===== src/rtl/core_pkg.sv =====
// Shared types and default widths for the core's memory-side blocks.
package core_pkg;

  localparam int ADDR_W_DEF = 32;
  localparam int DATA_W_DEF = 32;

  // Arbiter issue state: free to issue, or one read in flight.
  typedef enum logic {
    IDLE    = 1'b0,
    WAIT_RD = 1'b1
  } arb_state_t;

  // Which port the outstanding read belongs to.
  typedef enum logic {
    OWN_FETCH = 1'b0,
    OWN_DATA  = 1'b1
  } owner_t;

endpackage


===== src/rtl/arb_starve_counter.sv =====
// Saturating count of consecutive data grants taken while fetch waits.
module arb_starve_counter #(
  parameter int MAX = 4,
  parameter int W   = $clog2(MAX + 1)
) (
  input  logic         clk,
  input  logic         rst,
  input  logic         clr,
  input  logic         inc,
  output logic [W-1:0] cnt,
  output logic         at_max
);

  assign at_max = (cnt == W'(MAX));

  // Clear beats increment; increment stops at MAX; otherwise hold.
  always_ff @(posedge clk) begin
    if (!rst)                cnt <= '0;
    else if (clr)            cnt <= '0;
    else if (inc && !at_max) cnt <= cnt + W'(1);
  end

endmodule


===== src/rtl/mem_arbiter.sv =====
// Shares one single-ported memory between instruction fetch and data
// load/store. Data has priority; a starvation counter forces a fetch
// grant after STARVE_MAX back-to-back data grants. One read in flight.
module mem_arbiter
  import core_pkg::*;
#(
  parameter int ADDR_W     = ADDR_W_DEF,
  parameter int DATA_W     = DATA_W_DEF,
  parameter int STARVE_MAX = 4
) (
  input  logic                clk,
  input  logic                rst,
  input  logic                i_req,
  input  logic [ADDR_W-1:0]   i_addr,
  output logic                i_ready,
  output logic                i_rvalid,
  output logic [DATA_W-1:0]   i_rdata,
  input  logic                d_req,
  input  logic                d_we,
  input  logic [ADDR_W-1:0]   d_addr,
  input  logic [DATA_W-1:0]   d_wdata,
  input  logic [DATA_W/8-1:0] d_wmask,
  output logic                d_ready,
  output logic                d_rvalid,
  output logic [DATA_W-1:0]   d_rdata,
  output logic                mem_en,
  output logic                mem_we,
  output logic [ADDR_W-1:0]   mem_addr,
  output logic [DATA_W-1:0]   mem_wdata,
  output logic [DATA_W/8-1:0] mem_wmask,
  input  logic                mem_ready,
  input  logic                mem_rvalid,
  input  logic [DATA_W-1:0]   mem_rdata
);

  localparam int CNT_W = $clog2(STARVE_MAX + 1);

  arb_state_t        state_q, state_d;
  owner_t            owner_q;
  logic [DATA_W-1:0] i_rdata_q, d_rdata_q;
  logic              issue_ok, gnt_fetch, gnt_data, rd_accept, resp;
  logic              starve_max;
  logic [CNT_W-1:0]  starve_cnt;

  arb_starve_counter #(.MAX(STARVE_MAX), .W(CNT_W)) u_starve (
    .clk    (clk),
    .rst    (rst),
    .clr    (~i_req | i_ready),
    .inc    (d_ready & i_req),
    .cnt    (starve_cnt),
    .at_max (starve_max)
  );

  // Issue window, grant choice and the mux onto the memory port.
  // Everything is gated by rst so outputs read 0 throughout reset.
  always_comb begin
    issue_ok  = rst & ((state_q == IDLE) | mem_rvalid);
    gnt_fetch = i_req & (~d_req | starve_max);
    gnt_data  = d_req & ~gnt_fetch;
    mem_en    = issue_ok & (i_req | d_req);
    mem_we    = 1'b0;
    mem_addr  = '0;
    mem_wdata = '0;
    mem_wmask = '0;
    if (mem_en && gnt_data) begin
      mem_we    = d_we;
      mem_addr  = d_addr;
      mem_wdata = d_wdata;
      mem_wmask = d_wmask;
    end else if (mem_en && gnt_fetch) begin
      mem_addr  = i_addr;
    end
    i_ready   = mem_en & gnt_fetch & mem_ready;
    d_ready   = mem_en & gnt_data & mem_ready;
    rd_accept = i_ready | (d_ready & ~d_we);
  end

  // Read data is routed to the owner in the same cycle it returns;
  // the other port keeps showing its previous word.
  always_comb begin
    resp     = rst & (state_q == WAIT_RD) & mem_rvalid;
    i_rvalid = resp & (owner_q == OWN_FETCH);
    d_rvalid = resp & (owner_q == OWN_DATA);
    i_rdata  = i_rvalid ? mem_rdata : i_rdata_q;
    d_rdata  = d_rvalid ? mem_rdata : d_rdata_q;
  end

  // Next state: a returning read frees the slot unless a new read
  // is accepted in that same cycle (back-to-back reads).
  always_comb begin
    state_d = state_q;
    case (state_q)
      IDLE:    if (rd_accept)  state_d = WAIT_RD;
      WAIT_RD: if (mem_rvalid) state_d = rd_accept ? WAIT_RD : IDLE;
      default: state_d = IDLE;
    endcase
  end

  // State, read owner and held response data. A reset mid-read
  // drops the read; its late rvalid then lands in IDLE and is ignored.
  always_ff @(posedge clk) begin
    if (!rst) begin
      state_q   <= IDLE;
      owner_q   <= OWN_FETCH;
      i_rdata_q <= '0;
      d_rdata_q <= '0;
    end else begin
      state_q <= state_d;
      if (rd_accept) owner_q   <= d_ready ? OWN_DATA : OWN_FETCH;
      if (i_rvalid)  i_rdata_q <= mem_rdata;
      if (d_rvalid)  d_rdata_q <= mem_rdata;
    end
  end

endmodule


===== config.mk =====
export PLATFORM = sky130hd
export DESIGN_NAME = mem_arbiter
export DESIGN_NICKNAME = d
export VERILOG_FILES = /design/src/rtl/core_pkg.sv /design/src/rtl/arb_starve_counter.sv /design/src/rtl/mem_arbiter.sv
export SDC_FILE = /design/constraint.sdc
export NUM_CORES = 1
export LEC_CHECK = 0
export BUFFER_PORTS_ARGS = -buffer_cell sky130_fd_sc_hd__buf_2
export CAP_MARGIN = 30
export CORE_MARGIN = 1
export CORE_UTILIZATION = 30
export DETAILED_ROUTE_END_ITERATION = 16
export GPL_TIMING_DRIVEN = 0
export SLEW_MARGIN = 20
export SYNTH_ARGS = -nofsm -noshare
export SYNTH_HDL_FRONTEND = slang
export SYNTH_SLANG_ARGS = --single-unit

===== constraint.sdc =====
create_clock -name clk -period 4.6 [get_ports clk]
set_input_delay 0.46 -clock clk [delete_from_list [all_inputs] [get_ports clk]]
set_output_delay 0.46 -clock clk [all_outputs]
set_load 0.005 [all_outputs]

==> results of run 1 <==
[registers in the layout (all words and copies together), names as in the netlist]
register and flops:
u_starve.cnt 3, owner_q 1, state_q 1, i_rdata_q 32, d_rdata_q 32
[placed cells by master, fill, tap and decap left out, types with 2 or more instances in the layout]
cell type,count
buf_2,288
and2_1,103
dfxtp_1,69
mux2_2,64
a22o_1,32
clkbuf_1,15
clkbuf_8,9
inv_1,5
nand2_1,4
nand3_1,4
a21oi_1,3
nor3b_1,2
nor2_1,2
ha_1,2
[final cells by class]
type	count	share of cell area, %
timing repair buffer	275	27.0
clock buffer	13	2.72
sequential	69	27.1
buffer	24	2.08
multi-input combinational	229	36.7
tap	140	3.43
inverter	5	0.368
clock inverter	2	0.687
[final timing paths]
kind	startpoint	endpoint	slack, ns	depth (start not counted)
worst max-delay path	u_starve.cnt[0]$_SDFFE_PP0P_	mem_addr[22]	1.88	7
worst min-delay path	mem_ready	state_q$_SDFF_PN0_	0.44	3
worst max register to register	u_starve.cnt[0]$_SDFFE_PP0P_	owner_q$_SDFFE_PN0P_	2.94	6
worst min register to register	u_starve.cnt[1]$_SDFFE_PP0P_	u_starve.cnt[1]$_SDFFE_PP0P_	0.48	2
[power breakdown]
group	internal (µW)	total, µW	switching, µW
sequential	601	602	1.33
clock	248	459	211
combinational	97.7	184	86.0
total	946	1240	299
[metal layers]
metal	share of wire [%]	global-route usage (%)	wire length [µm]
met4	2.3	8.32	296
met1	38	22.4	4890
met5	0	0	0
met2	50	37.3	6370
met3	9.3	7.66	1180
[critical path: stages, from the launching register on]
cell and delay [ns]:
dfxtp_1 0.32, inv_1 0.07, ha_1 0.23, a21boi_0 0.19
nor3_2 0.48, buf_2 0.32, a22o_1 0.17, buf_2 0.14
[kinds of logic after synthesis]
logic type | count (synthesis)
buffers and inverters | 29
DFF | 69
and+or+nand+nor | 121
adders and majority gates | 2
muxes | 64
AOI/OAI and AO/OA | 42
[per-stage QoR]
step | std cells | hold slack (ns) | util (%)
2_1_floorplan | 327 | 0.449 | -
3_3_place_gp | 742 | 0.459 | 45.3
3_5_place_dp | 742 | 0.472 | 45.3
4_1_cts | 757 | 0.420 | 46.9
5_1_grt | 757 | 0.449 | 46.9
6_report | 757 | 0.441 | 46.9
==> impl_metrics.env, run 1 <==
export IMPL_insertion_delay_ns=0.34
export IMPL_crit_fanout=10
export IMPL_drt_iter0_drc=98
export IMPL_setup_slack_ns=1.88
export IMPL_htree_levels=3
export IMPL_antenna_found_initial=0
export IMPL_synth_simple_area_share_pct=22.5
export IMPL_seqCellArea_um2=1380
export IMPL_rows=38
export IMPL_grt_pass1_vias=3329
export IMPL_routedWlPerCell_um=16.8
export IMPL_via_count=3454
export IMPL_core_area_um2=10900
export IMPL_postLayoutCellArea_um2=5100
export IMPL_vdd_ir_drop_worst_mv=0.192
export IMPL_rsz0062_at_grt="no"
export IMPL_dpl_cell_area_um2=4930
export IMPL_cts_tree="yes"
export IMPL_ctsResizeCount=0
export IMPL_vias_per_cell=4.56
export IMPL_synth_compound_area_share_pct=10.8
export IMPL_insertedDiodeCount=0
export IMPL_period_share_pct=59.1
export IMPL_clk_pin_slew_ns=0.07
export IMPL_synth_area_mux_share_pct=21.3
export IMPL_gp_congestion=0.900
export IMPL_synth_edf_count=0
export IMPL_ctsRootBufferMaster="clkbuf_8"
export IMPL_layout_drive_gt1_share_pct=59.6
export IMPL_post_cts_buffers=0
export IMPL_yosys_top_cells_count="103 x and2_1, 69 x dfxtp_1, 64 x mux2_2"
export IMPL_netlist_area_um2=3380
export IMPL_avgSynthCellArea_um2=10.3
export IMPL_seq_area_frac_synth_pct=40.9
export IMPL_yosysTopAreaCell="dfxtp_1"
export IMPL_synthTopCellsByArea="dfxtp_1 41%, mux2_2 21%, and2_1 19%"
export IMPL_grt_max_degree=11
export IMPL_pre_cts_slack_ns=2.17
export IMPL_gr_usage_all_layers_pct=21.0
export IMPL_final_setup_viol_count=0
export IMPL_synthFlopType="dfxtp_1"
export IMPL_cts_hold_buffers=0
export IMPL_cp_arrival_ns=2.26
export IMPL_yosysWarnings=0
export IMPL_required_ns=4.14
export IMPL_ant_nets=0
export IMPL_p_total_uw=1240
export IMPL_final_max_slew_viol_count=0
export IMPL_relSlewSlack_pct=63.3
export IMPL_synth_seq_cells=69
export IMPL_synth_top_cell_area_share_pct=40.9
export IMPL_yosysUniqueCellTypes=26
export IMPL_tns_ns=0
export IMPL_p_per_area_nw_per_um2=244
export IMPL_clock_path_buffers=2
export IMPL_hpwl_mm=10.9
export IMPL_tightest_slew_ns=0.551
export IMPL_overflow=0
export IMPL_max_cap_viol_count=0
export IMPL_die_area_um2=11700
export IMPL_fillers=1113
export IMPL_leakage_uw=0.00289
export IMPL_die_h_um=108
export IMPL_synth_xor_area_share_pct=0
export IMPL_final_nets=754
export IMPL_drcViolationCount=0
export IMPL_syn_nets=468
export IMPL_worstSetupPathType="reg -> out"
export IMPL_cts_buffers=9
export IMPL_port_buffer_count=275
export IMPL_multi_input_area_um2=1870
export IMPL_fp_dieW_um=108
export IMPL_synth_most_common_cell="and2_1"
export IMPL_area_growth_pct=51.1
export IMPL_final_hold_violation_count=0
export IMPL_syn_inst=327
export IMPL_start_kind="register"
export IMPL_skew_ns=0.00446
export IMPL_status="completed"
export IMPL_wl_mm=12.7
export IMPL_async_reset_ff_share_pct=0
export IMPL_min_delay_path_class="in -> reg"
export IMPL_cp_end_kind="primary output"
export IMPL_synthAdderAreaFrac_pct=0.741
export IMPL_clkSinkCount=69
export IMPL_synth_top_family_by_area="simple AND/OR/NAND/NOR gates"
export IMPL_grt_pass1_wl_mm=18.1
export IMPL_dr_pass1_iters=4
export IMPL_io_pins=277
export IMPL_fmax_mhz=368
export IMPL_start_util_pct=31.0
export IMPL_final_min_clock_period_ns=2.72
(Power assumes the default switching activity.)
==> run 2, diff against run 1 <==
- clock period: 4.6 -> 2.6 ns (I/O delays scaled with it)
==> impl_metrics.env, run 2 (synthesis gave the netlist of run 1 again) <==
export IMPL_final_hold_violation_count=0
export IMPL_htree_levels=3
export IMPL_die_area_um2=11700
export IMPL_fmax_mhz=428
export IMPL_io_pins=277
export IMPL_rows=38
export IMPL_start_util_pct=31.0
export IMPL_grt_max_degree=11
export IMPL_tns_ns=0
export IMPL_worstSetupPathType="reg -> out"
export IMPL_wl_mm=12.7
export IMPL_max_cap_viol_count=0
export IMPL_min_delay_path_class="in -> reg"
export IMPL_vdd_ir_drop_worst_mv=0.340
export IMPL_final_max_slew_viol_count=0
export IMPL_period_share_pct=90.0
export IMPL_layout_drive_gt1_share_pct=59.7
export IMPL_critPathLaunch="u_starve.cnt[0]$_SDFFE_PP0P_"
export IMPL_drt_iter0_drc=91
export IMPL_overflow=0
export IMPL_rr_endpoint="owner_q$_SDFFE_PN0P_"
export IMPL_hpwl_mm=10.9
export IMPL_die_h_um=108
export IMPL_fp_dieW_um=108
export IMPL_status="completed"
export IMPL_finalNonFillerCells=758
export IMPL_gr_usage_all_layers_pct=21.0
export IMPL_met3_usage_pct=7.66
export IMPL_ant_nets=0
export IMPL_layout_common_cells="288 x buf_2, 103 x and2_1, 69 x dfxtp_1"
export IMPL_place_inst=742
export IMPL_dr_pass1_iters=4
export IMPL_vias_per_cell=4.56
export IMPL_fin_util_pct=47.1
export IMPL_whs_ns=0.241
export IMPL_tightest_slew_ns=0.489
export IMPL_crit_fanout=10
export IMPL_required_ns=2.34
export IMPL_via_count=3459
export IMPL_clkSinkCount=69
export IMPL_port_buffer_count=275
export IMPL_clk_pin_slew_ns=0.07
export IMPL_worstRegToRegCells=6
export IMPL_ctsRootBufferMaster="clkbuf_8"
export IMPL_p_per_area_nw_per_um2=430
export IMPL_cp_endpoint="mem_addr[22]"
export IMPL_final_min_clock_period_ns=2.34
export IMPL_layout_commonest_cell="buf_2"
export IMPL_relSlewSlack_pct=67.4
export IMPL_rrSetupSlack_ns=1.03
export IMPL_gp_congestion=0.900
export IMPL_final_nets=755
export IMPL_insertedDiodeCount=0
export IMPL_antenna_found_initial=0
export IMPL_routedWlPerCell_um=16.8
export IMPL_grt_pass1_wl_mm=18.1
export IMPL_leakage_uw=0.00290
export IMPL_cp_end_kind="primary output"
export IMPL_skew_ns=0.00507
export IMPL_cts_buffers=9
export IMPL_insertion_delay_ns=0.34
export IMPL_start_kind="register"
export IMPL_met2_usage_pct=37.3
export IMPL_cts_hold_buffers=0
export IMPL_p_total_uw=2210
export IMPL_area_growth_pct=51.9
export IMPL_grt_busiest_layer="met2"
export IMPL_grt_pass1_vias=3329
export IMPL_core_area_um2=10900
export IMPL_worstReg2RegStart="u_starve.cnt[0]$_SDFFE_PP0P_"
export IMPL_use_met1_pct=22.4
export IMPL_largest_registers="d_rdata_q (32), i_rdata_q (32), u_starve.cnt (3)"
export IMPL_drcViolationCount=0
export IMPL_clock_path_buffers=2
export IMPL_rsz0062_at_grt="no"
export IMPL_final_setup_viol_count=0
export IMPL_cts_tree="yes"
export IMPL_cp_arrival_ns=2.08
==> run 2: how the worst min path moves through the flow <==
stage	cells past startpoint	end	slack, ns	startpoint
floorplan	2	u_starve.cnt[2]$_SDFFE_PP0P_	0.42	d_req
global placement	2	u_starve.cnt[1]$_SDFFE_PP0P_	0.46	u_starve.cnt[1]$_SDFFE_PP0P_
detailed placement	2	u_starve.cnt[0]$_SDFFE_PP0P_	0.47	u_starve.cnt[0]$_SDFFE_PP0P_
CTS	3	u_starve.cnt[2]$_SDFFE_PP0P_	0.22	d_req
global route	3	u_starve.cnt[2]$_SDFFE_PP0P_	0.25	d_req
finish	3	state_q$_SDFF_PN0_	0.24	mem_ready
==> run 2: layout make-up <==
type,instances,area (µm²)
Buffer,24,106
Fill cell,1110,5760
Timing Repair Buffer,276,1400
Clock buffer,13,139
Sequential cell,69,1380
Inverter,5,18.8
Tap cell,140,175
Multi-Input combinational cell,229,1880
Clock inverter,2,35.0
==> run 2: metrics by stage <==
stage / worst slack, ns / instance area, µm²
finish: 0.261 / 5130
global route: 0.0828 / 5130
CTS: 0.0224 / 5100
detailed placement: 0.406 / 4930
global placement: 0.453 / 4930
floorplan: 0.895 / 3380
==> run 2: critical path: stages, from the launching register on <==
cell      delay [ns]
dfxtp_1         0.32
inv_1           0.07
ha_1            0.23
a21boi_1        0.16
nor3_4          0.36
buf_2           0.29
a22o_1          0.17
buf_2           0.14
==> run 2: routing by layer <==
layer  vias to the layer above  share of wire (%)  routed length (µm)
met4                         0                2.2                 279
met2                       149                 50                6410
met5                         -                  0                   0
met1                      1590                 39                4910
met3                        22                9.0                1140
li1                       1698                  -                   -
==> run 2: repair_timing <==
| item | in CTS | in global routing |
|---|---|---|
| gates resized for setup | 0 | 2 |
| buffers inserted | 0 | 1 |
| endpoints found under the setup margin | 0 | 59 |
==> run 2: where the power goes <==
group | total, µW | internal (µW) | switching, µW
combinational | 330 | 176 | 154
clock | 812 | 438 | 374
sequential | 1060 | 1060 | 2.30
==> run 3, diff against run 2 <==
- SYNTH_HIERARCHICAL: not set -> 1
==> impl_metrics.env, run 3 <==
export IMPL_status="completed"
export IMPL_period_share_pct=97.8
export IMPL_relSlewSlack_pct=61.9
export IMPL_p_int_uw=1950
export IMPL_cts_hold_buffers=0
export IMPL_syn_inst=464
export IMPL_gr_usage_all_layers_pct=25.0
export IMPL_largest_registers="d_rdata_q (32), i_rdata_q (32), u_starve/cnt (3)"
export IMPL_synthTopCellsByArea="dfxtp_1 41%, nand2_1 22%, a21oi_1 9.7%"
export IMPL_multi_input_area_um2=1860
export IMPL_max_cap_viol_count=0
export IMPL_rows=38
export IMPL_vias_per_cell=4.63
export IMPL_rsz0062_at_grt="yes"
export IMPL_yosysWarnings=6
export IMPL_rr_endpoint="u_starve/cnt[1]$_SDFFE_PP0P_"
export IMPL_insertedDiodeCount=0
export IMPL_final_setup_viol_count=0
export IMPL_layout_common_cells="288 x buf_2, 193 x nand2_1, 67 x dfxtp_1"
export IMPL_fillers=1141
export IMPL_wl_mm=15.0
export IMPL_die_h_um=108
export IMPL_cp_end_kind="primary output"
export IMPL_swShare_pct=23.9
export IMPL_seqCellArea_um2=1380
export IMPL_p_switching_uw=612
export IMPL_routedWlPerCell_um=16.7
export IMPL_skew_ns=0.00912
export IMPL_drt_iter0_drc=205
export IMPL_drcViolationCount=0
export IMPL_crit_fanout=10
export IMPL_avgSynthCellArea_um2=7.23
export IMPL_layout_drive_gt1_share_pct=43.2
export IMPL_netlist_area_um2=3350
export IMPL_start_util_pct=30.8
export IMPL_antenna_found_initial=3
export IMPL_synthFlopType="dfxtp_1"
export IMPL_final_max_slew_viol_count=0
export IMPL_clockPowerShare_pct=42.9
export IMPL_critPathLaunch="u_starve/cnt[0]$_SDFFE_PP0P_"
export IMPL_worstReg2RegStart="u_starve/cnt[0]$_SDFFE_PP0P_"
export IMPL_final_hold_violation_count=0
export IMPL_gp_congestion=1.00
export IMPL_cts_buffers=9
export IMPL_final_min_clock_period_ns=2.54
export IMPL_grt_max_degree=13
export IMPL_ant_nets=0
export IMPL_tns_ns=0
export IMPL_clkSinkCount=69
export IMPL_yosys_top_cells_count="193 x nand2_1, 69 x dfxtp_1, 65 x a21oi_1"
export IMPL_synth_top_cell_area_share_pct=41.2
export IMPL_overflow=0
export IMPL_cts_tree="yes"
export IMPL_power_frac_seq_pct=41.7
export IMPL_rrSetupSlack_ns=0.21
export IMPL_synth_edf_count=0
export IMPL_yosysTopAreaCell="dfxtp_1"
export IMPL_leakage_uw=0.00307
export IMPL_cp_arrival_ns=2.28
export IMPL_ctsRootBufferMaster="clkbuf_8"
export IMPL_whs_ns=0.188
export IMPL_worstSetupPathType="reg -> out"
export IMPL_synth_seq_cells=69
export IMPL_port_buffer_count=276
export IMPL_insertion_delay_ns=0.34
export IMPL_via_count=4151
export IMPL_io_pins=277
export IMPL_core_area_um2=10900
export IMPL_p_per_area_nw_per_um2=489
export IMPL_min_delay_path_class="in -> reg"
export IMPL_cp_endpoint="mem_addr[27]"
export IMPL_die_area_um2=11600
export IMPL_htree_levels=3
export IMPL_area_growth_pct=56.4
export IMPL_dr_pass1_iters=4
export IMPL_grt_pass1_wl_mm=21.0
export IMPL_clk_pin_slew_ns=0.08
export IMPL_p_comb_share_pct=15.4
export IMPL_worstRegToRegCells=10
export IMPL_async_reset_ff_share_pct=0
export IMPL_clock_path_buffers=2
export IMPL_syn_nets=605
export IMPL_hpwl_mm=12.5
export IMPL_grt_pass1_vias=3785
export IMPL_layout_commonest_cell="buf_2"
export IMPL_fp_dieW_um=108
export IMPL_seq_area_frac_synth_pct=41.2
export IMPL_vdd_ir_drop_worst_mv=0.302
export IMPL_yosysUniqueCellTypes=30
export IMPL_final_nets=893
export IMPL_required_ns=2.34
export IMPL_synth_most_common_cell="nand2_1"
export IMPL_fmax_mhz=393
export IMPL_start_kind="register"
export IMPL_tightest_slew_ns=0.565
[run 3: cell count changes after synthesis, moves of 3 or more]
cell	before	now
nand3_1	4	1
clkbuf_1	11	15
nand2_1	4	193
and2_1	103	39
nand3b_1	0	3
a21oi_1	3	65
mux2_2	64	0
[run 3: worst min path at each step]
stage	startpoint	endpoint	slack [ns]	cells past startpoint
6_report	mem_rdata[24]	i_rdata_q[24]$_SDFF_PN0_	0.19	3
5_1_grt	mem_rdata[27]	d_rdata_q[27]$_SDFF_PN0_	0.18	3
4_1_cts	mem_rdata[24]	i_rdata_q[24]$_SDFF_PN0_	0.17	3
3_5_place_dp	d_rdata_q[26]$_SDFF_PN0_	d_rdata_q[26]$_SDFF_PN0_	0.46	2
3_3_place_gp	i_rdata_q[13]$_SDFF_PN0_	i_rdata_q[13]$_SDFF_PN0_	0.45	2
2_1_floorplan	rst	state_q$_SDFF_PN0_	0.39	1
[run 3: area by class of cell]
| class | count | share of cell area, % |
|---|---|---|
| Inverter | 5 | 0.358 |
| Buffer | 30 | 2.77 |
| Sequential cell | 69 | 26.4 |
| Clock inverter | 5 | 2.03 |
| Timing Repair Buffer | 277 | 26.7 |
| Clock buffer | 11 | 2.89 |
| Multi-Input combinational cell | 360 | 35.5 |
| Tap cell | 140 | 3.34 |
[run 3: power groups by stage]
stage	combinational, µW	clock, µW	sequential (µW)
6_report	394	1100	1070
5_1_grt	426	1170	1070
4_1_cts	393	1120	1070
3_5_place_dp	377	0	1100
3_3_place_gp	376	0	1090
2_1_floorplan	137	0	1090
[run 3: through the flow]
stage	power, µW	utilization (%)	setup WS, ns	cells	instance area, µm²
CTS	2590	48.0	0.000715	897	5230
global placement	1470	45.1	0.160	880	4910
finish	2570	48.2	0.0572	897	5250
global route	2660	48.2	-0.0446	897	5250
floorplan	1230	-	0.493	464	3350
detailed placement	1470	45.1	0.0469	880	4910
[run 3: cells by family after synthesis]
family	share of synthesized area, %
muxes	0.597
DFF	41.2
AOI/OAI and AO/OA	19.3
and+or+nand+nor	33.8
adders and majority gates	0.746
buffers and inverters	4.40
[run 3: critical path, cell delays in order, from the launching register on]
cell and delay, ns:
dfxtp_2 0.36, inv_1 0.05, ha_1 0.20, and2_1 0.18
a21bo_2 0.25, nor3_4 0.22, buf_12 0.14, buf_6 0.16
a22o_1 0.24, buf_2 0.14
[run 3: per-layer routing]
metal | wire [µm] | share of wire [%] | global-route usage [%]
met2 | 7190 | 48 | 42.9
met3 | 1260 | 8.4 | 8.41
met5 | 26 | 0.17 | 0
met1 | 6330 | 42 | 29.4
met4 | 210 | 1.4 | 6.95
[run 3: what timing repair did]
item,4_1_cts,5_1_grt
endpoints found under the hold margin,0,0
resized for setup,10,11
buffers inserted,1,0
pin swaps,1,0
endpoints found under the setup margin,43,54
